==> src/rtl/led_pattern_gen.sv <==
// Multi-channel LED pattern generator: OFF / ON / BLINK / CODE / BREATHE per channel.
// Optional LED_DIM_EN adds a global PWM dim input gating every channel.
module led_pattern_gen #(
    parameter int unsigned CLK_FREQ_HZ    = 50_000_000,
    parameter int unsigned TICK_HZ        = 1000,
    parameter int unsigned LED_NUM        = 4,
    parameter int unsigned PWM_BITS       = 8,
    parameter int unsigned CODE_ON_TICKS  = 200,
    parameter int unsigned CODE_GAP_TICKS = 1000
) (
    input  logic                clk,
    input  logic                rst,
    input  logic                cfg_wr,
    input  logic [3:0]          cfg_idx,
    input  logic [2:0]          cfg_mode,
    input  logic [15:0]         cfg_arg,
`ifdef LED_DIM_EN
    input  logic [PWM_BITS-1:0] dim,
`endif
    output logic                cfg_ack,
    output logic [LED_NUM-1:0]  led
);

    localparam int unsigned TICK_DIV = CLK_FREQ_HZ / TICK_HZ;
    localparam int unsigned PRE_W    = (TICK_DIV > 1) ? $clog2(TICK_DIV) : 1;
    localparam int unsigned CNT_W    = 16;

    localparam logic [2:0] MODE_ON      = 3'd1;
    localparam logic [2:0] MODE_BLINK   = 3'd2;
    localparam logic [2:0] MODE_CODE    = 3'd3;
    localparam logic [2:0] MODE_BREATHE = 3'd4;

    localparam logic [1:0] PH_ON  = 2'd0;
    localparam logic [1:0] PH_OFF = 2'd1;
    localparam logic [1:0] PH_GAP = 2'd2;

    localparam logic [CNT_W-1:0]    ON_T     = CNT_W'(CODE_ON_TICKS);
    localparam logic [CNT_W-1:0]    GAP_T    = CNT_W'(CODE_GAP_TICKS);
    localparam logic [PWM_BITS-1:0] DUTY_TOP = '1;

    logic [PRE_W-1:0]    pre_q, pre_d;
    logic                tick_c;
    logic [PWM_BITS-1:0] pwm_q, pwm_d;
    logic                ack_q, ack_d;
    logic [LED_NUM-1:0]  led_q, led_d, pat_c;
    logic                dim_ok_c;

    logic [2:0]          mode_q  [LED_NUM];
    logic [2:0]          mode_d  [LED_NUM];
    logic [CNT_W-1:0]    arg_q   [LED_NUM];
    logic [CNT_W-1:0]    arg_d   [LED_NUM];
    logic [CNT_W-1:0]    cnt_q   [LED_NUM];
    logic [CNT_W-1:0]    cnt_d   [LED_NUM];
    logic [CNT_W-1:0]    cnt_inc_c [LED_NUM];
    logic [CNT_W-1:0]    step_c  [LED_NUM];
    logic [1:0]          phase_q [LED_NUM];
    logic [1:0]          phase_d [LED_NUM];
    logic [3:0]          flash_q [LED_NUM];
    logic [3:0]          flash_d [LED_NUM];
    logic [PWM_BITS-1:0] duty_q  [LED_NUM];
    logic [PWM_BITS-1:0] duty_d  [LED_NUM];
    logic                up_q    [LED_NUM];
    logic                up_d    [LED_NUM];

    // Next-state: timebase, write capture, per-channel tick stepping, output pattern.
    // led_d is built from next-state values so led shows the state of the same cycle.
    always_comb begin
        tick_c   = (pre_q == PRE_W'(TICK_DIV - 1));
        pre_d    = tick_c ? '0 : pre_q + PRE_W'(1);
        pwm_d    = pwm_q + PWM_BITS'(1);
        ack_d    = cfg_wr && (32'(cfg_idx) < LED_NUM);
        pat_c    = '0;
`ifdef LED_DIM_EN
        dim_ok_c = (dim == DUTY_TOP) || (pwm_d < dim);
`else
        dim_ok_c = 1'b1;
`endif
        for (int i = 0; i < int'(LED_NUM); i++) begin
            mode_d[i]    = mode_q[i];
            arg_d[i]     = arg_q[i];
            cnt_d[i]     = cnt_q[i];
            phase_d[i]   = phase_q[i];
            flash_d[i]   = flash_q[i];
            duty_d[i]    = duty_q[i];
            up_d[i]      = up_q[i];
            cnt_inc_c[i] = cnt_q[i] + CNT_W'(1);
            step_c[i]    = (arg_q[i] == '0) ? CNT_W'(1) : arg_q[i];

            if (cfg_wr && (cfg_idx == 4'(i))) begin
                mode_d[i]  = cfg_mode;
                arg_d[i]   = cfg_arg;
                cnt_d[i]   = '0;
                phase_d[i] = PH_ON;
                flash_d[i] = '0;
                duty_d[i]  = '0;
                up_d[i]    = 1'b1;
            end else if (tick_c) begin
                case (mode_q[i])
                    MODE_BLINK: begin
                        if (cnt_inc_c[i] >= step_c[i]) begin
                            cnt_d[i]   = '0;
                            phase_d[i] = (phase_q[i] == PH_ON) ? PH_OFF : PH_ON;
                        end else begin
                            cnt_d[i] = cnt_inc_c[i];
                        end
                    end
                    MODE_CODE: begin
                        cnt_d[i] = cnt_inc_c[i];
                        case (phase_q[i])
                            PH_ON: if (cnt_inc_c[i] >= ON_T) begin
                                cnt_d[i]   = '0;
                                phase_d[i] = PH_OFF;
                            end
                            PH_OFF: if (cnt_inc_c[i] >= ON_T) begin
                                cnt_d[i] = '0;
                                if (5'(flash_q[i]) + 5'd1 >= 5'(arg_q[i][3:0])) begin
                                    phase_d[i] = PH_GAP;
                                    flash_d[i] = '0;
                                end else begin
                                    phase_d[i] = PH_ON;
                                    flash_d[i] = flash_q[i] + 4'd1;
                                end
                            end
                            default: if (cnt_inc_c[i] >= GAP_T) begin
                                cnt_d[i]   = '0;
                                phase_d[i] = PH_ON;
                            end
                        endcase
                    end
                    MODE_BREATHE: begin
                        if (cnt_inc_c[i] >= step_c[i]) begin
                            cnt_d[i] = '0;
                            if (up_q[i]) begin
                                duty_d[i] = duty_q[i] + PWM_BITS'(1);
                                if (duty_q[i] == DUTY_TOP - PWM_BITS'(1)) up_d[i] = 1'b0;
                            end else begin
                                duty_d[i] = duty_q[i] - PWM_BITS'(1);
                                if (duty_q[i] == PWM_BITS'(1)) up_d[i] = 1'b1;
                            end
                        end else begin
                            cnt_d[i] = cnt_inc_c[i];
                        end
                    end
                    default: ;
                endcase
            end

            case (mode_d[i])
                MODE_ON:      pat_c[i] = 1'b1;
                MODE_BLINK:   pat_c[i] = (phase_d[i] == PH_ON);
                MODE_CODE:    pat_c[i] = (arg_d[i][3:0] != 4'd0) && (phase_d[i] == PH_ON);
                MODE_BREATHE: pat_c[i] = (pwm_d < duty_d[i]);
                default:      pat_c[i] = 1'b0;
            endcase
        end
        led_d = pat_c & {LED_NUM{dim_ok_c}};
    end

    always_ff @(posedge clk) begin
        if (rst) begin
            pre_q <= '0;
            pwm_q <= '0;
            ack_q <= 1'b0;
            led_q <= '0;
            for (int i = 0; i < int'(LED_NUM); i++) begin
                mode_q[i]  <= '0;
                arg_q[i]   <= '0;
                cnt_q[i]   <= '0;
                phase_q[i] <= PH_ON;
                flash_q[i] <= '0;
                duty_q[i]  <= '0;
                up_q[i]    <= 1'b1;
            end
        end else begin
            pre_q <= pre_d;
            pwm_q <= pwm_d;
            ack_q <= ack_d;
            led_q <= led_d;
            for (int i = 0; i < int'(LED_NUM); i++) begin
                mode_q[i]  <= mode_d[i];
                arg_q[i]   <= arg_d[i];
                cnt_q[i]   <= cnt_d[i];
                phase_q[i] <= phase_d[i];
                flash_q[i] <= flash_d[i];
                duty_q[i]  <= duty_d[i];
                up_q[i]    <= up_d[i];
            end
        end
    end

    assign cfg_ack = ack_q;
    assign led     = led_q;

endmodule

==> config.mk <==
export PLATFORM = sky130hd
export DESIGN_NAME = led_pattern_gen
export DESIGN_NICKNAME = d
export VERILOG_FILES = /design/src/rtl/led_pattern_gen.sv
export SDC_FILE = /design/constraint.sdc
export NUM_CORES = 1
export LEC_CHECK = 0
export ABC_AREA = 0
export CORE_MARGIN = 1
export CORE_UTILIZATION = 35
export CTS_BUF_LIST = sky130_fd_sc_hd__clkbuf_16
export CTS_CLUSTER_DIAMETER = 30
export DETAILED_ROUTE_END_ITERATION = 8
export PLACE_DENSITY_LB_ADDON = 0.05
export SYNTH_ARGS = -nofsm -noshare
export SYNTH_HDL_FRONTEND = slang
export SYNTH_SLANG_ARGS = --single-unit
==> constraint.sdc <==
create_clock -name clk -period 6.25 [get_ports clk]
set_input_delay 1.25 -clock clk [delete_from_list [all_inputs] [get_ports clk]]
set_output_delay 1.25 -clock clk [all_outputs]
set_load 0.02 [all_outputs]
==> results.ini, run 1 <==
[logic_synthesis]
synth_area_leader_cell=dfxtp_1
synth_nets=2235
synthTopCellsByArea=dfxtp_1 29%, ha_1 11%, nand2_1 8.0%
synth_top_area_share_pct=29.17
yosysWarnings=0
ys.flop_type=dfxtp_1
netlist_area_um2=15720
ys_seq_area_share_pct=29.17
synthCells=2071
synth_enable_flop_cells=0
synth_seq_cells=229
async_flop_share_pct=0
synth_cell_types=89
synth.most_common_cell=nand2_1
ys_top_cells_by_count=337 x nand2_1, 229 x dfxtp_1, 169 x a21oi_1, 138 x ha_1, 137 x nor2_1
syn_avg_cell_area_um2=7.589

[final_layout]
design_area_um2=18840
syn_to_final_growth_pct=19.87
final_net_count=2247
diodes=0
fin_util_pct=42.60
layout-drive-gt1-share_pct=8.099

[placed_design]
placed_area_um2=16490
place_hpwl_um=33890
place_congestion=0.8602
io_buffers=30

[cts]
postCtsSetupBuffers=0
ctsResizeCount=0
path_clk_slew_ps=40
hold_buffers=0
clk_latency_ps=580
clock-sinks=229
cts-root-buf=clkbuf_16
tritoncts=yes
htree_levels=3
cts_made_buffers=73
ctsLongestPathBuffers=3

[global_route]
grt_pass1_vias=14191
grt_max_degree=103
grt_antenna_before_repair=0
grt_first_pass_wirelength_um=77070
grt_overflow=0
grt_usage_pct=20.92

[worst_setup_path]
cp_top_family=compound AO/OA/AOI/OAI gates
r2r_start=cnt_q[1][0]
ff2ff_setup_slack_ps=690
end_kind=flip-flop
path_cells=ha_1 -> nand3_1 -> nor4_1 -> xor2_1 -> ha_1 -> nand4_1 -> a2111oi_0 -> a211oi_1 -> buf_4 -> nor3_1 -> buf_4 -> nand2_1 -> xor2_1 -> or2_2 -> ha_1 -> a21o_1 -> a21o_1 -> a2111oi_0 -> o21ai_0 -> nor2_1 -> a32o_1
path_buf_inv=2
crit_fanout=14
slowest_delay_ps=530
slowest_stage=dfxtp_1
reg2reg_depth=21
critPathArrivalTime_ps=6070
cp.required_ps=6760
r2r_end=led[1]
crit_type=flip-flop to flip-flop
critPathLaunchType=flip-flop
critPathMostFrequentCell=ha_1

[route]
ant_nets=0
vias=14731
drc=0
firstDrtPassIters=5
wirelength_um=47820
wire_per_inst_um=17.53
drt-vias-per-instance=5.400
drtIter0Drc=1044

[floorplanning]
num_rows=77
core_area_um2=44220
fp.dieArea_um2=45760
ios=31
start_util_pct=35.54
die_y_um=213.9
dieWidth_um=213.9

[power_and_ir_drop]
leakage_nw=7.233
powerDensity_nw_per_um2=276.3
vdd_drop_max_v=0.0002167

[sta]
holdWs_ps=447.1
fmax_ghz=0.1799
relSlewSlack_pct=31.67
report.final.setup_viol=0
worst_pin_slew_ps=1017
tns_ps=0
drv_slew=0
hold_viol=0
period_minus_slack_ps=5560
rsz0062_at_grt=no
period_share_pct=88.95
skew_ps=21.12

[min_path]
hp-start=pre_q[0]
min_path_cells=1
min_path_type=flip-flop to flip-flop
min_to=pre_q[0]

[outcome]
status=complete, no violations

[flow_run]
drv_cap=0

-- metrics by stage --
step           cells  setup WS, ps  total power [mW]
6_report        2728         690.4             5.205
5_1_grt         2728         140.6             5.378
4_1_cts         2728         676.4             5.276
3_5_place_dp    2600         745.6             1.708
3_3_place_gp    2600         951.2             1.708
2_1_floorplan   2071          1391             1.618
-- report_power, final --
part	internal (mW)	switching (mW)	total (mW)
registers	1.48	0.0113	1.49
logic	0.0662	0.129	0.196
clock network	2.49	1.03	3.52
-- layout by cell type (no fill, tap or decap), drive strengths merged, types with 13 or more instances in the layout --
| cell type | synthesis | layout |
|---|---|---|
| or3 | 29 | 29 |
| xor2 | 62 | 62 |
| nor3 | 67 | 67 |
| nand2b | 36 | 36 |
| buf | 22 | 20 |
| clkinv | 0 | 30 |
| o21ai | 71 | 71 |
| o2111ai | 13 | 13 |
| nor2 | 137 | 137 |
| clkbuf | 90 | 75 |
| ha | 138 | 138 |
| inv | 110 | 122 |
| nor4 | 32 | 32 |
| a21oi | 169 | 169 |
| clkdlybuf4s50 | 0 | 29 |
| nand3 | 81 | 81 |
| dfxtp | 229 | 229 |
| nand4 | 48 | 48 |
| nand2 | 337 | 337 |
| a31oi | 15 | 15 |
| and2 | 23 | 23 |
| a211oi | 18 | 18 |
| nor2b | 27 | 27 |
| mux2i | 14 | 14 |
| and3 | 24 | 24 |
| xnor2 | 50 | 50 |
| a21o | 24 | 24 |
| or2 | 29 | 29 |
-- layout make-up --
class	instances	area, um^2
fillers	4430	25380
repair buffers	49	452.9
flip-flops and latches	229	4584
clock inverters	53	475.5
well taps	592	740.7
multi-input cells	1620	10300
inverters	110	412.9
clock buffers	75	1877
-- worst max path at each step --
stage,from,end,cells after the start
finish,cnt_q[1][0],led[1],21
global route,cnt_q[1][0],led[1],21
CTS,cnt_q[1][0],led[1],21
detailed placement,cnt_q[1][0],led[1],21
global placement,cnt_q[1][0],led[1],21
floorplan,cnt_q[0][0],led[0],23
-- logic make-up (layout without fill, tap and decap cells) --
group	Yosys count	after routing	share of synthesized area (%)
AO/OA/AOI/OAI	431	431	17.74
XOR/XNOR	112	112	6.242
adder cells (fa/ha/maj)	138	138	10.99
buffers and inverters	222	287	5.453
flip-flops	229	229	29.17
multiplexers	15	15	0.9633
AND/OR/NAND/NOR	924	924	29.45
-- layer usage --
metal | routed length [um] | part of all wire (%) | global-route usage, %
met5 | 0 | 0 | 0
met4 | 1100 | 2.3 | 6.523
met3 | 2118 | 4.4 | 4.080
met2 | 21580 | 45 | 33.31
met1 | 23020 | 48 | 28.30
-- registers in the layout, summed over array words and instances (netlist names) --
register	cells
arg_q	64
cfg_ack	1
cnt_q	64
duty_q	32
flash_q	16
led	4
mode_q	12
phase_q	8
pre_q	16
pwm_q	8
up_q	4
No activity file was read; power rests on OpenSTA's default activity.
==> run 2, diff against run 1 <==
--- a/config.mk
+++ b/config.mk
@@ -9,7 +9,7 @@
 export CORE_MARGIN = 1
 export CORE_UTILIZATION = 35
 export CTS_BUF_LIST = sky130_fd_sc_hd__clkbuf_16
-export CTS_CLUSTER_DIAMETER = 30
+export CTS_CLUSTER_DIAMETER = 40
 export DETAILED_ROUTE_END_ITERATION = 8
 export PLACE_DENSITY_LB_ADDON = 0.05
 export SYNTH_ARGS = -nofsm -noshare
==> results.ini, run 2 (synthesis gave the netlist of run 1 again) <==
[outcome]
status=complete, no violations  ; unchanged

[cts]
hold_buffers=0  ; unchanged
htree_levels=2  ; was 3
cts-root-buf=clkbuf_16  ; unchanged
postCtsSetupBuffers=0  ; unchanged
clk_latency_ps=580  ; about the same
path_clk_slew_ps=50  ; was 40 ps
clock-sinks=229  ; unchanged
ctsLongestPathBuffers=3  ; unchanged
tritoncts=yes  ; unchanged
ctsResizeCount=0  ; unchanged
cts_made_buffers=51  ; was 73

[power_and_ir_drop]
leakage_nw=6.874  ; was 7.233 nW
p_int_mw=3.356  ; was 4.039 mW
swShare_pct=23.54  ; was 22.40%
seq_power_share_pct=33.9  ; was 28.6%
powerDensity_nw_per_um2=240.9  ; was 276.3 nW/um^2
vdd_drop_max_v=0.0001636  ; was 0.0002167 V
comb_power_share_pct=4.4  ; was 3.8%
p_clk_share_pct=61.7  ; was 67.6%
p_sw_mw=1.033  ; was 1.166 mW

[sta]
hold_viol=0  ; unchanged
worst_pin_slew_ps=1027  ; was 1017 ps
tns_ps=0  ; unchanged
skew_ps=10.83  ; was 21.12 ps
fmax_ghz=0.1802  ; was 0.1799 GHz
period_share_pct=88.79  ; was 88.95%
drv_slew=0  ; unchanged
relSlewSlack_pct=30.98  ; was 31.67%
report.final.setup_viol=0  ; unchanged
rsz0062_at_grt=no  ; unchanged
period_minus_slack_ps=5549  ; was 5560 ps

[final_layout]
final_cell_mix=337 x nand2_1, 229 x dfxtp_1, 169 x a21oi_1, 138 x ha_1, 137 x nor2_1  ; unchanged
final_net_count=2225  ; was 2,247
fin_util_pct=41.20  ; was 42.60%
largestRegisters=arg_q: 64 flops, cnt_q: 64 flops, duty_q: 32 flops  ; unchanged
layout-drive-gt1-share_pct=7.190  ; was 8.099%
multi_input_area_um2=10300  ; unchanged
design_area_um2=18220  ; was 18,840 um^2
final_common_cell=nand2_1  ; unchanged
nFillCells=4477  ; was 4,430
syn_to_final_growth_pct=15.93  ; was 19.87%
diodes=0  ; unchanged
seq_area_um2=4584  ; unchanged
final_cells=2692  ; was 2,728

[global_route]
busiest_layer=met2  ; unchanged
grt_first_pass_wirelength_um=76100  ; was 77,070 um
met2_usage_pct=33.01  ; was 33.31%
grt_use_met3_pct=3.980  ; was 4.080%
grt_pass1_vias=13910  ; was 14,191
use_met1_pct=28.18  ; was 28.30%
grt_antenna_before_repair=0  ; unchanged
grt_max_degree=103  ; unchanged
grt_overflow=0  ; unchanged
grt_usage_pct=20.58  ; was 20.92%

[floorplanning]
dieWidth_um=213.9  ; unchanged
num_rows=77  ; unchanged
die_y_um=213.9  ; unchanged
start_util_pct=35.54  ; unchanged
ios=31  ; unchanged
fp.dieArea_um2=45760  ; unchanged
core_area_um2=44220  ; unchanged

[min_path]
min_path_type=flip-flop to flip-flop  ; unchanged
min_path_cells=1  ; unchanged
min_to=pre_q[0]  ; unchanged
hp-start=pre_q[0]  ; unchanged

[route]
wire_per_inst_um=17.52  ; was 17.53 um
drt-vias-per-instance=5.383  ; was 5.400
drc=0  ; unchanged
ant_nets=0  ; unchanged
vias=14491  ; was 14,731
drtIter0Drc=1110  ; was 1,044
firstDrtPassIters=5  ; unchanged
wirelength_um=47160  ; was 47,820 um

[worst_setup_path]
critPathArrivalTime_ps=6030  ; was 6070 ps
startpoint=cnt_q[0][0]  ; was cnt_q[1][0]
ff2ff_setup_slack_ps=700  ; was 690 ps
end_kind=flip-flop  ; unchanged
r2r_start=cnt_q[0][0]  ; was cnt_q[1][0]
r2r_end=led[0]  ; was led[1]
critPathLaunchType=flip-flop  ; unchanged
crit_type=flip-flop to flip-flop  ; unchanged
cp.required_ps=6730  ; was 6760 ps
reg2reg_depth=24  ; was 21
crit_fanout=10  ; was 14

[placed_design]
place_hpwl_um=33890  ; unchanged
post-place-cells=2600  ; unchanged
io_buffers=30  ; unchanged
place_congestion=0.8602  ; unchanged
placed_area_um2=16490  ; unchanged

[flow_run]
drv_cap=0  ; unchanged

[run 2: cell types whose count changed in the layout (fill, tap and decap cells not counted), sizes merged]
cell      change
clkbuf       -22
clkinv       -10
clkinvlp      +6
inv           -8
bufinv        -2
[run 2: power groups by stage]
stage	registers, mW	clock network, mW	logic (mW)
4_1_cts	1.49	2.77	0.196
3_5_place_dp	1.51	0	0.195
2_1_floorplan	1.51	0	0.107
6_report	1.49	2.71	0.194
3_3_place_gp	1.51	0	0.194
5_1_grt	1.49	2.85	0.215
[run 2: metal layers]
layer  up-vias  wire (um)
met5         -          0
met4         0        896
met3        67       2197
met2       306      21210
met1      6774      22860
li1       7344          -
[run 2: final cells by class]
class / instances / area share, %
clock buffers: 53 / 7.279
clock inverters: 39 / 2.232
inverters: 110 / 2.266
multi-input cells: 1620 / 56.51
flip-flops and latches: 229 / 25.16
well taps: 592 / 4.065
repair buffers: 49 / 2.486
[run 2: per-stage QoR]
stage	hold slack, ps	setup WS (ps)	power (mW)
6_report	446.0	700.6	4.389
3_5_place_dp	439.6	745.6	1.708
2_1_floorplan	417.9	1391	1.618
3_3_place_gp	430.4	951.2	1.708
4_1_cts	450.5	701.8	4.456
5_1_grt	484.8	166.7	4.553
[run 2: worst max-delay path, stage by stage, from the launching register on]
cell	delay, ps
dfxtp_1	490
ha_1	350
nand3_1	310
or3_1	420
xor2_1	240
inv_1	90
ha_1	300
nand4_1	120
nor2_1	110
and3_1	160
a211oi_1	80
buf_4	200
nor3_1	660
nand2_1	160
xor2_1	190
or2_1	210
ha_1	320
a21oi_1	140
nor2b_1	60
o21ai_0	140
nand3_1	100
a211oi_1	290
a22o_1	180
a21oi_1	50
o31ai_1	90
[run 2: worst max path at each step]
stage                  end
floorplan           led[0]
global placement    led[1]
detailed placement  led[1]
CTS                 led[1]
global route        led[1]
finish              led[0]
